$ cat src/rtl/led_pattern_gen_if.sv
`default_nettype none
// ============================================================================
// Module   : led_pattern_gen_if
// Desc     : Control and LED bundle between the pattern generator and the
//            logic that drives it (switches / control register side).
// Revision : 1.0 - initial release
// ============================================================================
interface led_pattern_gen_if #(
  parameter int LED_NUM = 4
);
  logic               en;
  logic [1:0]         mode;
  logic [LED_NUM-1:0] led;
  logic               tick;

  // Controller side: drives enable/mode, observes the LEDs
  modport master (output en, output mode, input led, input tick);
  // Generator side
  modport slave  (input en, input mode, output led, output tick);
endinterface
`default_nettype wire

$ cat src/rtl/led_pattern_gen.sv
`default_nettype none
// ============================================================================
// Module   : led_pattern_gen
// Desc     : Multi-channel LED pattern generator. A free-running prescaler
//            emits a step every CNT_MAX+1 clocks; each step advances one of
//            four patterns (toggle, running light, ping-pong, binary count).
// Revision : 1.0 - initial release
// ============================================================================
module led_pattern_gen #(
  parameter int               LED_NUM = 4,
  parameter int               CNT_W   = 25,
  parameter logic [CNT_W-1:0] CNT_MAX = 25'd24_999_999
) (
  input  logic             clk,
  input  logic             rst_n,
  led_pattern_gen_if.slave pat_if
);

  localparam logic [1:0] MODE_TOGGLE = 2'd0;
  localparam logic [1:0] MODE_RUN    = 2'd1;
  localparam logic [1:0] MODE_PP     = 2'd2;
  localparam logic [1:0] MODE_CNT    = 2'd3;

  typedef enum logic [0:0] {
    DIR_UP   = 1'b0,
    DIR_DOWN = 1'b1
  } dir_t;

  logic [1:0]         mode_q,  mode_d;
  logic [CNT_W-1:0]   count_q, count_d;
  logic [LED_NUM-1:0] led_q,   led_d;
  dir_t               dir_q,   dir_d;
  logic               tick_q,  tick_d;

  logic               mode_chg;
  logic [LED_NUM-1:0] init_pat;
  logic [LED_NUM-1:0] rot_led;
  logic [LED_NUM-1:0] pp_led;
  dir_t               pp_dir;
  logic [LED_NUM-1:0] step_led;
  dir_t               step_dir;

  assign mode_chg = (pat_if.mode != mode_q);

  // Starting pattern of the mode being switched into
  always_comb begin
    init_pat = '1;
    case (pat_if.mode)
      MODE_TOGGLE: init_pat = '1;
      MODE_RUN:    init_pat = LED_NUM'(1);
      MODE_PP:     init_pat = LED_NUM'(1);
      default:     init_pat = '0;
    endcase
  end

  // A single LED has nowhere to move: running light and ping-pong hold it
  generate
    if (LED_NUM == 1) begin : g_single
      assign rot_led = led_q;
      assign pp_led  = led_q;
      assign pp_dir  = dir_q;
    end else begin : g_multi
      assign rot_led = {led_q[LED_NUM-2:0], led_q[LED_NUM-1]};

      // Ping-pong bounces off either end, flipping direction on the end bit
      always_comb begin
        pp_led = led_q;
        pp_dir = dir_q;
        if (dir_q == DIR_UP) begin
          if (led_q[LED_NUM-1]) begin
            pp_dir = DIR_DOWN;
            pp_led = led_q >> 1;
          end else begin
            pp_led = led_q << 1;
          end
        end else begin
          if (led_q[0]) begin
            pp_dir = DIR_UP;
            pp_led = led_q << 1;
          end else begin
            pp_led = led_q >> 1;
          end
        end
      end
    end
  endgenerate

  // Value the LEDs take on a step, selected by the registered mode
  always_comb begin
    step_led = led_q;
    step_dir = dir_q;
    case (mode_q)
      MODE_TOGGLE: step_led = ~led_q;
      MODE_RUN:    step_led = rot_led;
      MODE_PP: begin
        step_led = pp_led;
        step_dir = pp_dir;
      end
      default:     step_led = led_q + LED_NUM'(1);
    endcase
  end

  // Next state: a mode change restarts everything and outranks a step
  always_comb begin
    mode_d  = mode_q;
    count_d = count_q;
    led_d   = led_q;
    dir_d   = dir_q;
    tick_d  = 1'b0;
    if (mode_chg) begin
      mode_d  = pat_if.mode;
      count_d = '0;
      dir_d   = DIR_UP;
      led_d   = init_pat;
    end else if (pat_if.en) begin
      if (count_q == CNT_MAX) begin
        count_d = '0;
        led_d   = step_led;
        dir_d   = step_dir;
        tick_d  = 1'b1;
      end else begin
        count_d = count_q + CNT_W'(1);
      end
    end
  end

  // State registers; reset loads the toggle mode's all-on pattern
  always_ff @(posedge clk or negedge rst_n) begin
    if (!rst_n) begin
      mode_q  <= MODE_TOGGLE;
      count_q <= '0;
      led_q   <= '1;
      dir_q   <= DIR_UP;
      tick_q  <= 1'b0;
    end else begin
      mode_q  <= mode_d;
      count_q <= count_d;
      led_q   <= led_d;
      dir_q   <= dir_d;
      tick_q  <= tick_d;
    end
  end

  assign pat_if.led  = led_q;
  assign pat_if.tick = tick_q;

endmodule
`default_nettype wire
$ cat src/flat_wrapper.sv
// flat-port wrapper written by rule: the top's interface ports become plain ports
module led_pattern_gen_flat 
#(
  parameter int               LED_NUM = 4,
  parameter int               CNT_W   = 25,
  parameter logic [CNT_W-1:0] CNT_MAX = 25'd24_999_999
)
  (clk, rst_n, pat_if_en, pat_if_mode, pat_if_led, pat_if_tick);
  led_pattern_gen_if #(.LED_NUM(LED_NUM)) pat_if_i ();
  input  logic clk;
  input  logic rst_n;
  input wire logic [$bits(pat_if_i.en)-1:0] pat_if_en;
  input wire logic [$bits(pat_if_i.mode)-1:0] pat_if_mode;
  output wire logic [$bits(pat_if_i.led)-1:0] pat_if_led;
  output wire logic [$bits(pat_if_i.tick)-1:0] pat_if_tick;
  assign pat_if_i.en = pat_if_en;
  assign pat_if_i.mode = pat_if_mode;
  assign pat_if_led = pat_if_i.led;
  assign pat_if_tick = pat_if_i.tick;
  led_pattern_gen #(.LED_NUM(LED_NUM), .CNT_W(CNT_W), .CNT_MAX(CNT_MAX)) u_core (.clk(clk), .rst_n(rst_n), .pat_if(pat_if_i));
endmodule
$ cat config.mk
export PLATFORM = sky130hd
export DESIGN_NAME = led_pattern_gen_flat
export DESIGN_NICKNAME = d
export VERILOG_FILES = /design/src/rtl/led_pattern_gen_if.sv /design/src/rtl/led_pattern_gen.sv /design/src/flat_wrapper.sv
export SDC_FILE = /design/constraint.sdc
export NUM_CORES = 1
export LEC_CHECK = 0
export CORE_MARGIN = 3
export CORE_UTILIZATION = 54
export DETAILED_ROUTE_END_ITERATION = 6
export GPL_ROUTABILITY_DRIVEN = 0
export PLACE_DENSITY = 0.72
export SYNTH_ARGS = -nofsm -noshare
export SYNTH_HDL_FRONTEND = slang
export SYNTH_SLANG_ARGS = --single-unit
$ cat constraint.sdc
create_clock -name clk -period 2.05 [get_ports clk]
set_clock_uncertainty 0.15 [all_clocks]
set_input_delay 0.41 -clock clk [delete_from_list [all_inputs] [get_ports clk]]
set_output_delay 0.41 -clock clk [all_outputs]
set_load 0.05 [all_outputs]
Word-level counts from Yosys, hierarchy flattened
Index checks and enable logic that the tools add are counted.
{ "word_totals": {"register_bits": 33, "inputBits": 5, "output_inout_bits": 5, "elab_cells": 43} }
{ "op_classes": {"n_addsub": 2, "eq_ne": 6, "n_mux": 21, "bitwise_logic": 1, "n_reduce_logical": 8} }
{ "op_table": {"columns": ["operator", "n"], "rows": [
  ["$mux W25", 3],
  ["$add A25 B1 Y25 const B", 1],
  ["$eq A25 B25 Y1 const B", 1],
  ["$mux W4", 6],
  ["$pmux W4 S3", 1],
  ["$mux W1", 10],
  ["$pmux W4 S2", 1],
  ["$reduce_bool A2 Y1", 3],
  ["$add A4 B1 Y4 const B", 1],
  ["$eq A2 B1 Y1 const B", 2],
  ["$eq A2 B2 Y1 const B", 2],
  ["$logic_not A2 Y1", 2],
  ["$not A4 Y4", 1],
  ["$reduce_and A3 Y1", 1],
  ["$ne A2 B2 Y1", 1],
  ["$reduce_and A2 Y1", 1],
  ["$reduce_or A2 Y1", 1]
]} }

Longest topological paths before layout
Gate-level depths: netlist (run 1).
{ "depth": {"word_depth": 6, "mapped_depth": 8, "depth_no_buf": 7} }

Worst setup path before layout (run 1)
No wires, ideal clock.
{ "synth_path": {"path_type": "register -> register", "from": "reg u_core.led_q[0] (netlist: u_core.pat_if.led[0])", "to": "reg u_core.led_q[1] (netlist: u_core.pat_if.led[1])", "setup_time_ns": 0.082, "arrival_time_ns": 1.988, "required_ns": 1.818, "slack_ns": -0.170, "stages_incl_launch_ff": 9, "path_buffers": 1, "synth_period_minus_slack_ns": 2.220, "path_cell_list": "dfstp_2 -> clkbuf_1 -> inv_1 -> ha_1 -> nand2_1 -> o41ai_1 -> nor4_1 -> o22a_1 -> mux2_2"} }
{ "synth_between": {"elab_chain_cells": 6, "elab_cells_between_ends": 8, "classes_between": "1 x add/sub; 7 x mux"} }
{ "synth_lines": {"columns": ["element", "line", "text"], "rows": [
  ["start, declared", "led_pattern_gen.sv:31", "logic [LED_NUM-1:0] led_q, led_d;"],
  ["start signal, assigned", "led_pattern_gen.sv:138", "led_q <= led_d;"],
  ["branches (longest 2 deep; another with $add A4 B1 Y4)", null, null],
  ["$pmux W4 S3 *", "led_pattern_gen.sv:92", "case (mode_q)"],
  ["$mux W4 *", "led_pattern_gen.sv:116", "if (count_q == CNT_MAX) begin"],
  ["$mux W4 *", "led_pattern_gen.sv:115", "end else if (pat_if.en) begin"],
  ["$mux W4 *", "led_pattern_gen.sv:110", "if (mode_chg) begin"]
]} }
Every way passes the cells marked *. The select of a mux whose other input is x is not followed.
A chain may end at the register's enable or synchronous reset.

Worst setup path after layout (run 1)
{ "layout_path": {"from": "reg u_core.count_q[10]", "to": "reg u_core.dir_q"} }
{ "layout_between": {"elab_chain_cells": 3} }
{ "layout_lines": {"columns": ["element", "line", "text"], "rows": [
  ["start, declared", "led_pattern_gen.sv:30", "logic [CNT_W-1:0] count_q, count_d;"],
  ["start signal, assigned", "led_pattern_gen.sv:137", "count_q <= count_d;"],
  ["$eq A25 B25 Y1", "led_pattern_gen.sv:116", null],
  ["$reduce_bool A2 Y1 (no line)", null, null],
  ["$reduce_and A3 Y1 (no line)", null, null],
  ["end signal, assigned", "led_pattern_gen.sv:139", "dir_q <= dir_d;"],
  ["end, declared", "led_pattern_gen.sv:32", "dir_t dir_q, dir_d;"]
]} }
No other way between the ends.

==> metrics, run 1 <==
Core Rows 22; DRC Markers 0; PortBufs 9; asr flop ratio synth 1.00; CTS Sinks 33; clk buf depth 2; critical path endpoint category flop; final setup vio count 9; Fmax 0.460 GHz; commonest non-fill, non-tap cell in the layout buf_4; CTS buffer count 5; fin crit share 1.06; Reg clk slew, reported paths 0.07 ns; Max Transition Viols Final 0; register area share after synthesis 0.396; layout filler cell count 270; commonest cells after routing, fill and taps aside 42 x buf_4, 29 x dfrtp_1, 24 x nand2_1, 24 x nor2_1, 14 x nand3_1; Top FF cell, synth dfrtp_1; initial antenna violation count 0; relative slew slack 0.603; grt total ovfl 0; nets@finish 297; crit path time final 2.17 ns; CTS tree built; CP Max Fanout 3; Comb pwr share 0.237; CP max-delay cell or4_4; syn_nets 248; via count 2034; RSZ-0062 raised after global routing true; Core Area 3720 um2; average size of a mapped cell 8.74 um2; Distinct cells, synth 57; max-cap viol count 0; Ys Warns 0; P&R area growth vs syn 35.1%; worst skew pair latency 0.28 ns; global-route wire length before repair 9.01 mm; die area 4670 um2; Cells after Synth 240; CP Launch Type flop; Layout Cells excl Fill 338; max incr delay on CP 0.54 ns; switching portion of total power 0.299; PnR worst setup slack -0.124 ns; sequential power share 0.459; cell count after placement 326; Top delay family on crit path simple AND/OR/NAND/NOR gates; dpl hpwl 4.05 mm; # diodes 0; type of the worst setup path reg2reg; Via-to-Cell Ratio 6.02; CTS H-tree lvls 2; crit-path cells or4_4 > nor4_4 > nand3_4 > or4_1 > a21oi_2; VDD IR max 0.474 mV; largest net degree at the start of global routing 34; Iteration-0 DRC Markers 207; HP Class in2async; DR WL/cell 17.2 um; root buf cell clkbuf_8; vias in the first global route 1924; layout cells sized above 1 0.328; Critical Path AT 2.24 ns; worst slew pin tran 0.592 ns; CP required 2.12 ns; Post-synth EDFFs 0; I/O pin cnt 10; die span in x 68.3 um; first-pass iteration count of the detailed router 4; outcome finished, violations left; gr usage total 0.260; initial core utilization 0.565; Seq cells post-synth 33; chip height 68.3 um; failing checks setup timing; Clock power frac 0.304; pwr dens 547 nW/um2; leakage 1.20 nW; Pint 1.09 mW; Mapped Area 2100 um2; post-route ant nets 0; CP bufs+invs 0; NetSw 0.463 mW; routed wire length 5.80 mm; Hold Violations, Final 0; total power 1.55 mW
==> cell usage after synthesis, types with 2 or more instances <==
library cell / count / area share
mux2i_1: 2 / 0.0095
or3_1: 3 / 0.0089
clkbuf_1: 13 / 0.023
o22ai_1: 2 / 0.0060
a21oi_1: 11 / 0.026
a31oi_1: 3 / 0.0089
nand3_1: 15 / 0.036
and3_1: 6 / 0.018
dfrtp_1: 29 / 0.35
nand2_1: 29 / 0.052
dfstp_2: 4 / 0.050
nor3_1: 12 / 0.029
o21ai_0: 8 / 0.019
o41ai_1: 2 / 0.0083
ha_1: 3 / 0.018
a2bb2oi_1: 2 / 0.0083
nor4_4: 2 / 0.020
nor4_1: 5 / 0.015
and4_1: 2 / 0.0083
mux2_2: 2 / 0.011
buf_2: 2 / 0.0048
nand4_1: 2 / 0.0060
inv_1: 6 / 0.011
nor2_1: 24 / 0.043
xor2_1: 4 / 0.017
a31o_2: 2 / 0.0083
a311oi_1: 2 / 0.0083
xnor2_1: 12 / 0.050
or4_1: 3 / 0.011
==> per-stage QoR <==
stage	hold WS [ns]	setup TNS, ns	util	cell area, um2	setup WS (ns)
2_1_floorplan	-0.0356	-0.227	-	2100	-0.0936
3_3_place_gp	0.362	-5.37	0.690	2560	-0.413
3_5_place_dp	0.371	-6.15	0.690	2560	-0.486
4_1_cts	0.382	-0.305	0.726	2700	-0.110
5_1_grt	0.412	-1.83	0.763	2830	-0.234
6_report	0.381	-0.519	0.763	2830	-0.124
==> sequential cells by signal (all words and copies together), names as in the netlist <==
name                cells
u_core.mode_q           2
u_core.count_q         25
u_core.pat_if.led       4
u_core.pat_if.tick      1
u_core.dir_q            1
==> path summary, 6_finish.rpt <==
| path | from | endpoint | depth (start not counted) | slack (ns) |
|---|---|---|---|---|
| min reg2reg | u_core.count_q[5]$_DFFE_PN0P_ | u_core.count_q[5]$_DFFE_PN0P_ | 1 | 0.41 |
| max in group asynchronous | rst_n | u_core.pat_if.led[1]$_DFFE_PN1P_ | 2 | 1.02 |
| max reg2reg | u_core.count_q[10]$_DFFE_PN0P_ | u_core.dir_q$_DFFE_PN0P_ | 5 | -0.12 |
| min | rst_n | u_core.count_q[22]$_DFFE_PN0P_ | 2 | 0.38 |
| min in group clk | u_core.count_q[5]$_DFFE_PN0P_ | u_core.count_q[5]$_DFFE_PN0P_ | 1 | 0.41 |
| max | u_core.count_q[10]$_DFFE_PN0P_ | u_core.dir_q$_DFFE_PN0P_ | 5 | -0.12 |
==> per-layer routing <==
metal / routed length [um] / part of all wire / track usage
met5: 0 / 0 / 0
met4: 77 / 0.013 / 0.0868
met3: 269 / 0.046 / 0.0640
met2: 2720 / 0.47 / 0.381
met1: 2740 / 0.47 / 0.374
==> power by group through the flow <==
stage               clock [mW]  sequential [mW]  combinational [mW]
floorplan                    0            0.752               0.140
global placement             0            0.720               0.320
detailed placement           0            0.722               0.325
CTS                      0.473            0.711               0.328
global route             0.510            0.716               0.391
finish                   0.471            0.712               0.367
==> cell families (layout without fill, tap and decap cells) <==
logic type,count (synthesis),in the layout,share of synthesized area
flip-flops,33,33,0.396
adder cells (fa/ha/maj),3,3,0.0179
AND/OR/NAND/NOR,118,118,0.315
buffers and inverters,21,71,0.0388
AO/OA/AOI/OAI,45,45,0.146
multiplexers,4,4,0.0203
XOR/XNOR,16,16,0.0668
==> repair_timing <==
action                                  in CTS  in global routing
endpoints found under the setup margin      20                 25
cloned                                       0                  1
gates resized for setup                     11                 25
pin swaps                                    3                  4
hold buffers                                 0                  0
setup buffers                                2                  1
==> cell type report <==
cell class	count	area [um2]	area share
Inverter	6	22.5	0.00795
Clock buffer	8	80.1	0.0283
Multi-Input combinational cell	186	1310	0.462
Tap cell	48	60.1	0.0212
Sequential cell	33	831	0.293
Timing Repair Buffer	57	531	0.187
Power figures use the tool's default switching activity.
==> run 2, diff against run 1 <==
--- a/config.mk
+++ b/config.mk
@@ -5,6 +5,7 @@
 export SDC_FILE = /design/constraint.sdc
 export NUM_CORES = 1
 export LEC_CHECK = 0
+export CAP_MARGIN = 40
 export CORE_MARGIN = 3
 export CORE_UTILIZATION = 54
 export DETAILED_ROUTE_END_ITERATION = 6
==> run 2 against run 1 <==
  * Sequential share of layout area grew 0.078 points
  * Critical endpoint unchanged
  * Final area shrank 0.26%
  * First-iteration DRC count grew 0.48%
  * Routed wire length shrank 3.8%
  * Register-to-register slack gained 0.07 ns
  * The flow still finishes with violations (setup timing)
  * Maximum frequency grew 3.2%
  * Via count shrank 0.29%
  * Utilization shrank 0.20 points
  * Sequential power is essentially flat
  * Worst hold slack lost 0.011 ns
  * Combinational power shrank 6.3%
  * Power shrank 1.4%
==> metrics, run 2 (synthesis results as in run 1) <==
register with the most flip-flops u_core.count_q; Critical Path AT 2.18 ns (-0.06 ns); number of flip-flops in the largest register 25 (unchanged); first-pass iteration count of the detailed router 5 (+1); max-cap viol count 0 (unchanged); CP max-delay cell or3b_4; Via-to-Cell Ratio 5.95 (-1.2%); routed wire length 5.58 mm (-3.8%); Hold Violations, Final 0 (unchanged); post-route cell area 2830 um2 (-0.26%); outcome finished, violations left; type of the worst setup path reg2reg; dpl hpwl 3.95 mm (-2.6%); worst reg-to-reg path cell count 5 (unchanged); CTS H-tree lvls 2 (unchanged); CTS tree built; nets@finish 300 (+1.0%); RR Startpoint u_core.count_q[23]$_DFFE_PN0P_; HP Class in2async; initial core utilization 0.565 (unchanged); commonest non-fill, non-tap cell in the layout buf_4; Fmax 0.475 GHz (+3.2%); Max Transition Viols Final 0 (unchanged); CTS Sinks 33 (unchanged); CP Launch Type flop; Core Rows 22 (unchanged); root buf cell clkbuf_8; leakage 1.19 nW (-0.82%); I/O pin cnt 10 (unchanged); chip height 68.3 um (unchanged); global-route wire length before repair 9.20 mm (+2.1%); worst skew pair latency 0.29 ns (about the same); final setup vio count 11 (+2); CP Max Fanout 3 (unchanged); PortBufs 9 (unchanged); clk buf depth 2 (unchanged); initial antenna violation count 0 (unchanged); Hold Buf Count CTS 0 (unchanged); Core Area 3720 um2 (unchanged); max incr delay on CP 0.43 ns (-0.11 ns); DRC Markers 0 (unchanged); Top delay family on crit path simple AND/OR/NAND/NOR gates; PnR worst setup slack -0.0562 ns (+0.0677 ns); grt total ovfl 0 (unchanged); P&R area growth vs syn 34.7%; largest net degree at the start of global routing 34 (unchanged); crit-path cells or3b_4 > nor4_4 > nand3_4 > or4_1 > a21oi_2; number of cells on the critical path 5 (unchanged); R2R Setup Slk -0.06 ns (+0.07 ns); cell count after placement 327 (+0.31%); fin crit share 1.03 (-0.0330); CTS buffer count 5 (unchanged); CP required 2.12 ns (about the same); post-route ant nets 0 (unchanged); die span in x 68.3 um (unchanged); worst slew pin tran 0.532 ns (-0.0605 ns); relative slew slack 0.642 (+0.0392); RSZ-0062 raised after global routing true; crit path time final 2.11 ns (-0.0677 ns); critical path endpoint category flop; gr usage total 0.267 (+0.00690); # diodes 0 (unchanged); reg2reg end u_core.dir_q$_DFFE_PN0P_; commonest cells after routing, fill and taps aside 46 x buf_4, 29 x dfrtp_1, 26 x nand2_1; vias in the first global route 1913 (-0.57%); Iteration-0 DRC Markers 208 (+0.48%); CP bufs+invs 0 (unchanged); failing checks setup timing; Layout Cells excl Fill 341 (+0.89%); via count 2028 (-0.29%); pwr dens 541 nW/um2 (-1.1%); Reg clk slew, reported paths 0.07 ns (about the same); DR WL/cell 16.4 um (-4.7%); VDD IR max 0.545 mV (+15%); Setup crit start u_core.count_q[23]$_DFFE_PN0P_; post-placement cell area 2570 um2 (+0.20%); layout cells sized above 1 0.334 (+0.00688); Worst Setup EP u_core.dir_q$_DFFE_PN0P_; die area 4670 um2 (unchanged)
==> run 2: changes by cell type in the layout (fill, tap and decap cells not counted), sizes merged <==
cell | previous run | this run
buf | 51 | 55
clkbuf | 9 | 8
==> run 2: layer usage <==
layer | vias up | track usage | wire length, um
met4 | 0 | 0.107 | 110
met1 | 982 | 0.378 | 2650
met3 | 11 | 0.0608 | 248
met2 | 58 | 0.392 | 2580
met5 | - | 0 | 0
li1 | 977 | - | -
==> run 2: how the worst min path moves through the flow <==
stage,from,to
floorplan,rst_n,u_core.count_q[0]$_DFFE_PN0P_
global placement,u_core.count_q[5]$_DFFE_PN0P_,u_core.count_q[5]$_DFFE_PN0P_
detailed placement,u_core.count_q[5]$_DFFE_PN0P_,u_core.count_q[5]$_DFFE_PN0P_
CTS,u_core.count_q[5]$_DFFE_PN0P_,u_core.count_q[5]$_DFFE_PN0P_
global route,rst_n,u_core.count_q[23]$_DFFE_PN0P_
finish,rst_n,u_core.count_q[24]$_DFFE_PN0P_
==> run 2: stage by stage <==
stage | hold WS [ns] | power [mW] | worst slack (ns) | setup TNS (ns) | utilization
CTS | 0.385 | 1.53 | -0.173 | -2.37 | 0.732
detailed placement | 0.372 | 1.05 | -0.231 | -2.77 | 0.691
global route | 0.409 | 1.59 | -0.105 | -1.04 | 0.761
finish | 0.370 | 1.53 | -0.0562 | -0.320 | 0.761
global placement | 0.362 | 1.04 | -0.413 | -5.37 | 0.690
floorplan | -0.0356 | 0.892 | -0.0936 | -0.227 | -
==> run 2: worst reg2reg max path: cells and delay by family, from the launching register on <==
kind,cells,cell delay [ns]
and+or+nand+nor,4,1.39
DFF,1,0.38
AOI/OAI and AO/OA,1,0.12
==> run 2: repair_timing <==
| action | CTS | global route |
|---|---|---|
| gates resized for setup | 15 | 17 |
| endpoints found under the setup margin | 20 | 27 |
| pin swaps | 14 | 14 |
| setup buffers | 3 | 4 |
| endpoints found under the hold margin | 0 | 0 |
==> run 2: area by class of cell <==
class | instances | area, um2
inverter | 6 | 22.5
multi-input combinational | 186 | 1310
fill | 256 | 890
sequential | 33 | 831
tap | 48 | 60.1
clock buffer | 8 | 80.1
timing repair buffer | 60 | 526
==> run 2: power by group <==
group          leakage, nW  internal [mW]  switching, mW
sequential           0.442          0.678         0.0342
combinational        0.709          0.154          0.191
clock               0.0395          0.241          0.231
total                 1.19           1.07          0.456
==> run 3, diff against run 2 <==
--- a/config.mk
+++ b/config.mk
@@ -5,12 +5,11 @@
 export SDC_FILE = /design/constraint.sdc
 export NUM_CORES = 1
 export LEC_CHECK = 0
-export CAP_MARGIN = 40
 export CORE_MARGIN = 3
-export CORE_UTILIZATION = 54
+export CORE_UTILIZATION = 59
 export DETAILED_ROUTE_END_ITERATION = 6
 export GPL_ROUTABILITY_DRIVEN = 0
-export PLACE_DENSITY = 0.72
+export PLACE_DENSITY = 0.75
 export SYNTH_ARGS = -nofsm -noshare
 export SYNTH_HDL_FRONTEND = slang
 export SYNTH_SLANG_ARGS = --single-unit
==> constraint.sdc (replaced) <==
create_clock -name clk -period 1.95 [get_ports clk]
set_clock_uncertainty 0.15 [all_clocks]
set_input_delay 0.39 -clock clk [delete_from_list [all_inputs] [get_ports clk]]
set_output_delay 0.39 -clock clk [all_outputs]
set_load 0.05 [all_outputs]
==> run 3 against run 2 <==
  * The flow still finishes with violations (setup timing)
  * Flip-flop and latch count stayed put
  * Clock power is 20% lower
  * Cell count is 1.5% higher
  * Via count is 11% higher
  * Count of clock-buffer cells in the layout is 2 lower
  * Non-clock buffer count is 7 higher
  * Critical path depth stayed put
  * Worst hold slack worse by 0.089 ns
  * Maximum frequency is 8.0% lower
  * Critical endpoint unchanged
  * Largest power group unchanged
==> metrics, run 3 (synthesis results as in run 1) <==
commonest non-fill, non-tap cell in the layout buf_4; crit path time final 2.29 ns (+0.184 ns); chip height 65.6 um (-4.0%); Reg clk slew, reported paths 0.11 ns (+0.04 ns); pre-CTS setup slack -0.318 ns (-0.0871 ns); worst reg-to-reg path cell count 5 (unchanged); Core Area 3390 um2 (-8.8%); # diodes 0 (unchanged); RSZ-0062 raised after global routing true; Layout Cells excl Fill 346 (+1.5%); vias in the first global route 2107 (+10%); first-pass iteration count of the detailed router 7 (+2); worst slew pin tran 0.572 ns (+0.0407 ns); max-cap viol count 0 (unchanged); DR WL/cell 19.1 um (+17%); reg2reg end u_core.dir_q$_DFFE_PN0P_; Via-to-Cell Ratio 6.48 (+9.0%); R2R Setup Slk -0.34 ns (-0.28 ns); layout filler cell count 172 (-33%); Max Transition Viols Final 0 (unchanged); root buf cell clkbuf_4; I/O pin cnt 10 (unchanged); RR Startpoint u_core.count_q[15]$_DFFE_PN0P_; Hold Violations, Final 0 (unchanged); initial antenna violation count 0 (unchanged); CP Launch Type flop; number of flip-flops in the largest register 25 (unchanged); worst hold slack 0.281 ns (-0.0889 ns); failing checks setup timing; PortBufs 9 (unchanged); CTS buffer count 5 (unchanged); fin crit share 1.17 (+0.147); CTS tree built; HP Class in2async; layout cells sized above 1 0.370 (+0.0355); global-route wire length before repair 10.4 mm (+13%); pwr dens 527 nW/um2 (-2.6%); die area 4310 um2 (-7.7%); nets@finish 307 (+2.3%); gr usage total 0.322 (+0.0548); met1 usage 0.421 (+0.0422); final setup vio count 27 (+16); post-route cell area 2880 um2 (+2.0%); busiest grt layer met2; Core Rows 21 (-4.5%); grt met2 use 0.507 (+0.115); worst skew pair latency 0.35 ns (+0.06 ns); VDD IR max 0.446 mV (-18%); grt total ovfl 0 (unchanged); post-route ant nets 0 (unchanged); cell count after placement 331 (+1.2%); DRC Markers 0 (unchanged); register with the most flip-flops u_core.count_q; post-placement cell area 2620 um2 (+2.0%); commonest cells after routing, fill and taps aside 51 x buf_4, 28 x dfrtp_1, 24 x nand2_1, 24 x nor2_1, 15 x nand3_1; CTS Sinks 33 (unchanged); via count 2243 (+11%); clk buf depth 2 (unchanged); leakage 1.23 nW (+3.6%); type of the worst setup path reg2reg; CP Max Fanout 3 (unchanged); largest net degree at the start of global routing 34 (unchanged); CP required 2.07 ns (-0.05 ns); CTS H-tree lvls 2 (unchanged); dpl hpwl 4.24 mm (+7.4%); Fmax 0.437 GHz (-8.0%); routed wire length 6.61 mm (+18%); PnR worst setup slack -0.340 ns (-0.284 ns); Iteration-0 DRC Markers 258 (+24%); Critical Path AT 2.42 ns (+0.24 ns); Hold Buf Count CTS 0 (unchanged); P&R area growth vs syn 37.4%; outcome finished, violations left; die span in x 65.6 um (-4.0%); relative slew slack 0.616 (-0.0259); grt met3 use 0.0632 (+0.00249); critical path endpoint category flop; initial core utilization 0.619 (+0.0544); total power 1.52 mW (-0.62%)
run 3: power breakdown:
part	internal, mW	switching (mW)	total [mW]
Clock	0.137	0.241	0.378
Combinational	0.177	0.221	0.399
Sequential	0.712	0.0311	0.743
run 3: critical path, stage by stage (launching register included):
cell,delay (ns)
dfrtp_1,0.40
or4_4,0.56
nor4_4,0.26
nand3_4,0.14
or4_1,0.52
a21oi_1,0.20
run 3: worst max path at each step:
| stage | startpoint | endpoint | slack, ns | depth (start not counted) |
|---|---|---|---|---|
| 4_1_cts | u_core.count_q[15]$_DFFE_PN0P_ | u_core.dir_q$_DFFE_PN0P_ | -0.18 | 5 |
| 6_report | u_core.count_q[15]$_DFFE_PN0P_ | u_core.dir_q$_DFFE_PN0P_ | -0.34 | 5 |
| 3_5_place_dp | pat_if_mode[0] | u_core.count_q[13]$_DFFE_PN0P_ | -0.32 | 6 |
| 2_1_floorplan | u_core.count_q[15]$_DFFE_PN0P_ | u_core.dir_q$_DFFE_PN0P_ | -0.19 | 5 |
| 3_3_place_gp | pat_if_mode[1] | u_core.count_q[17]$_DFFE_PN0P_ | -0.19 | 6 |
| 5_1_grt | u_core.count_q[15]$_DFFE_PN0P_ | u_core.dir_q$_DFFE_PN0P_ | -0.39 | 5 |
run 3: final cells by class:
type / count / area, um2 / share of cell area
clock buffers: 6 / 41.3 / 0.0143
inverters: 6 / 22.5 / 0.00781
multi-input cells: 186 / 1330 / 0.460
repair buffers: 67 / 593 / 0.206
clock inverters: 2 / 10.0 / 0.00347
well taps: 46 / 57.6 / 0.0200
flip-flops and latches: 33 / 832 / 0.289
run 3: per-layer routing:
| metal | routed length [um] | vias up |
|---|---|---|
| met5 | 0 | - |
| met1 | 2580 | 1073 |
| li1 | - | 989 |
| met2 | 3140 | 143 |
| met3 | 564 | 38 |
| met4 | 325 | 0 |
run 3: metrics by stage:
stage,TNS [ns],util
finish,-5.39,0.851
global route,-6.83,0.851
CTS,-1.32,0.830
detailed placement,-4.81,0.773
global placement,-3.53,0.773
floorplan,-0.781,-
run 3: timing repair:
| item | in CTS | in global routing |
|---|---|---|
| hold endpoints to repair | 0 | 0 |
| cloned | 1 | 0 |
| setup buffers | 3 | 5 |
| resized for setup | 28 | 11 |
| pin swaps | 6 | 7 |
| endpoints found under the setup margin | 25 | 27 |
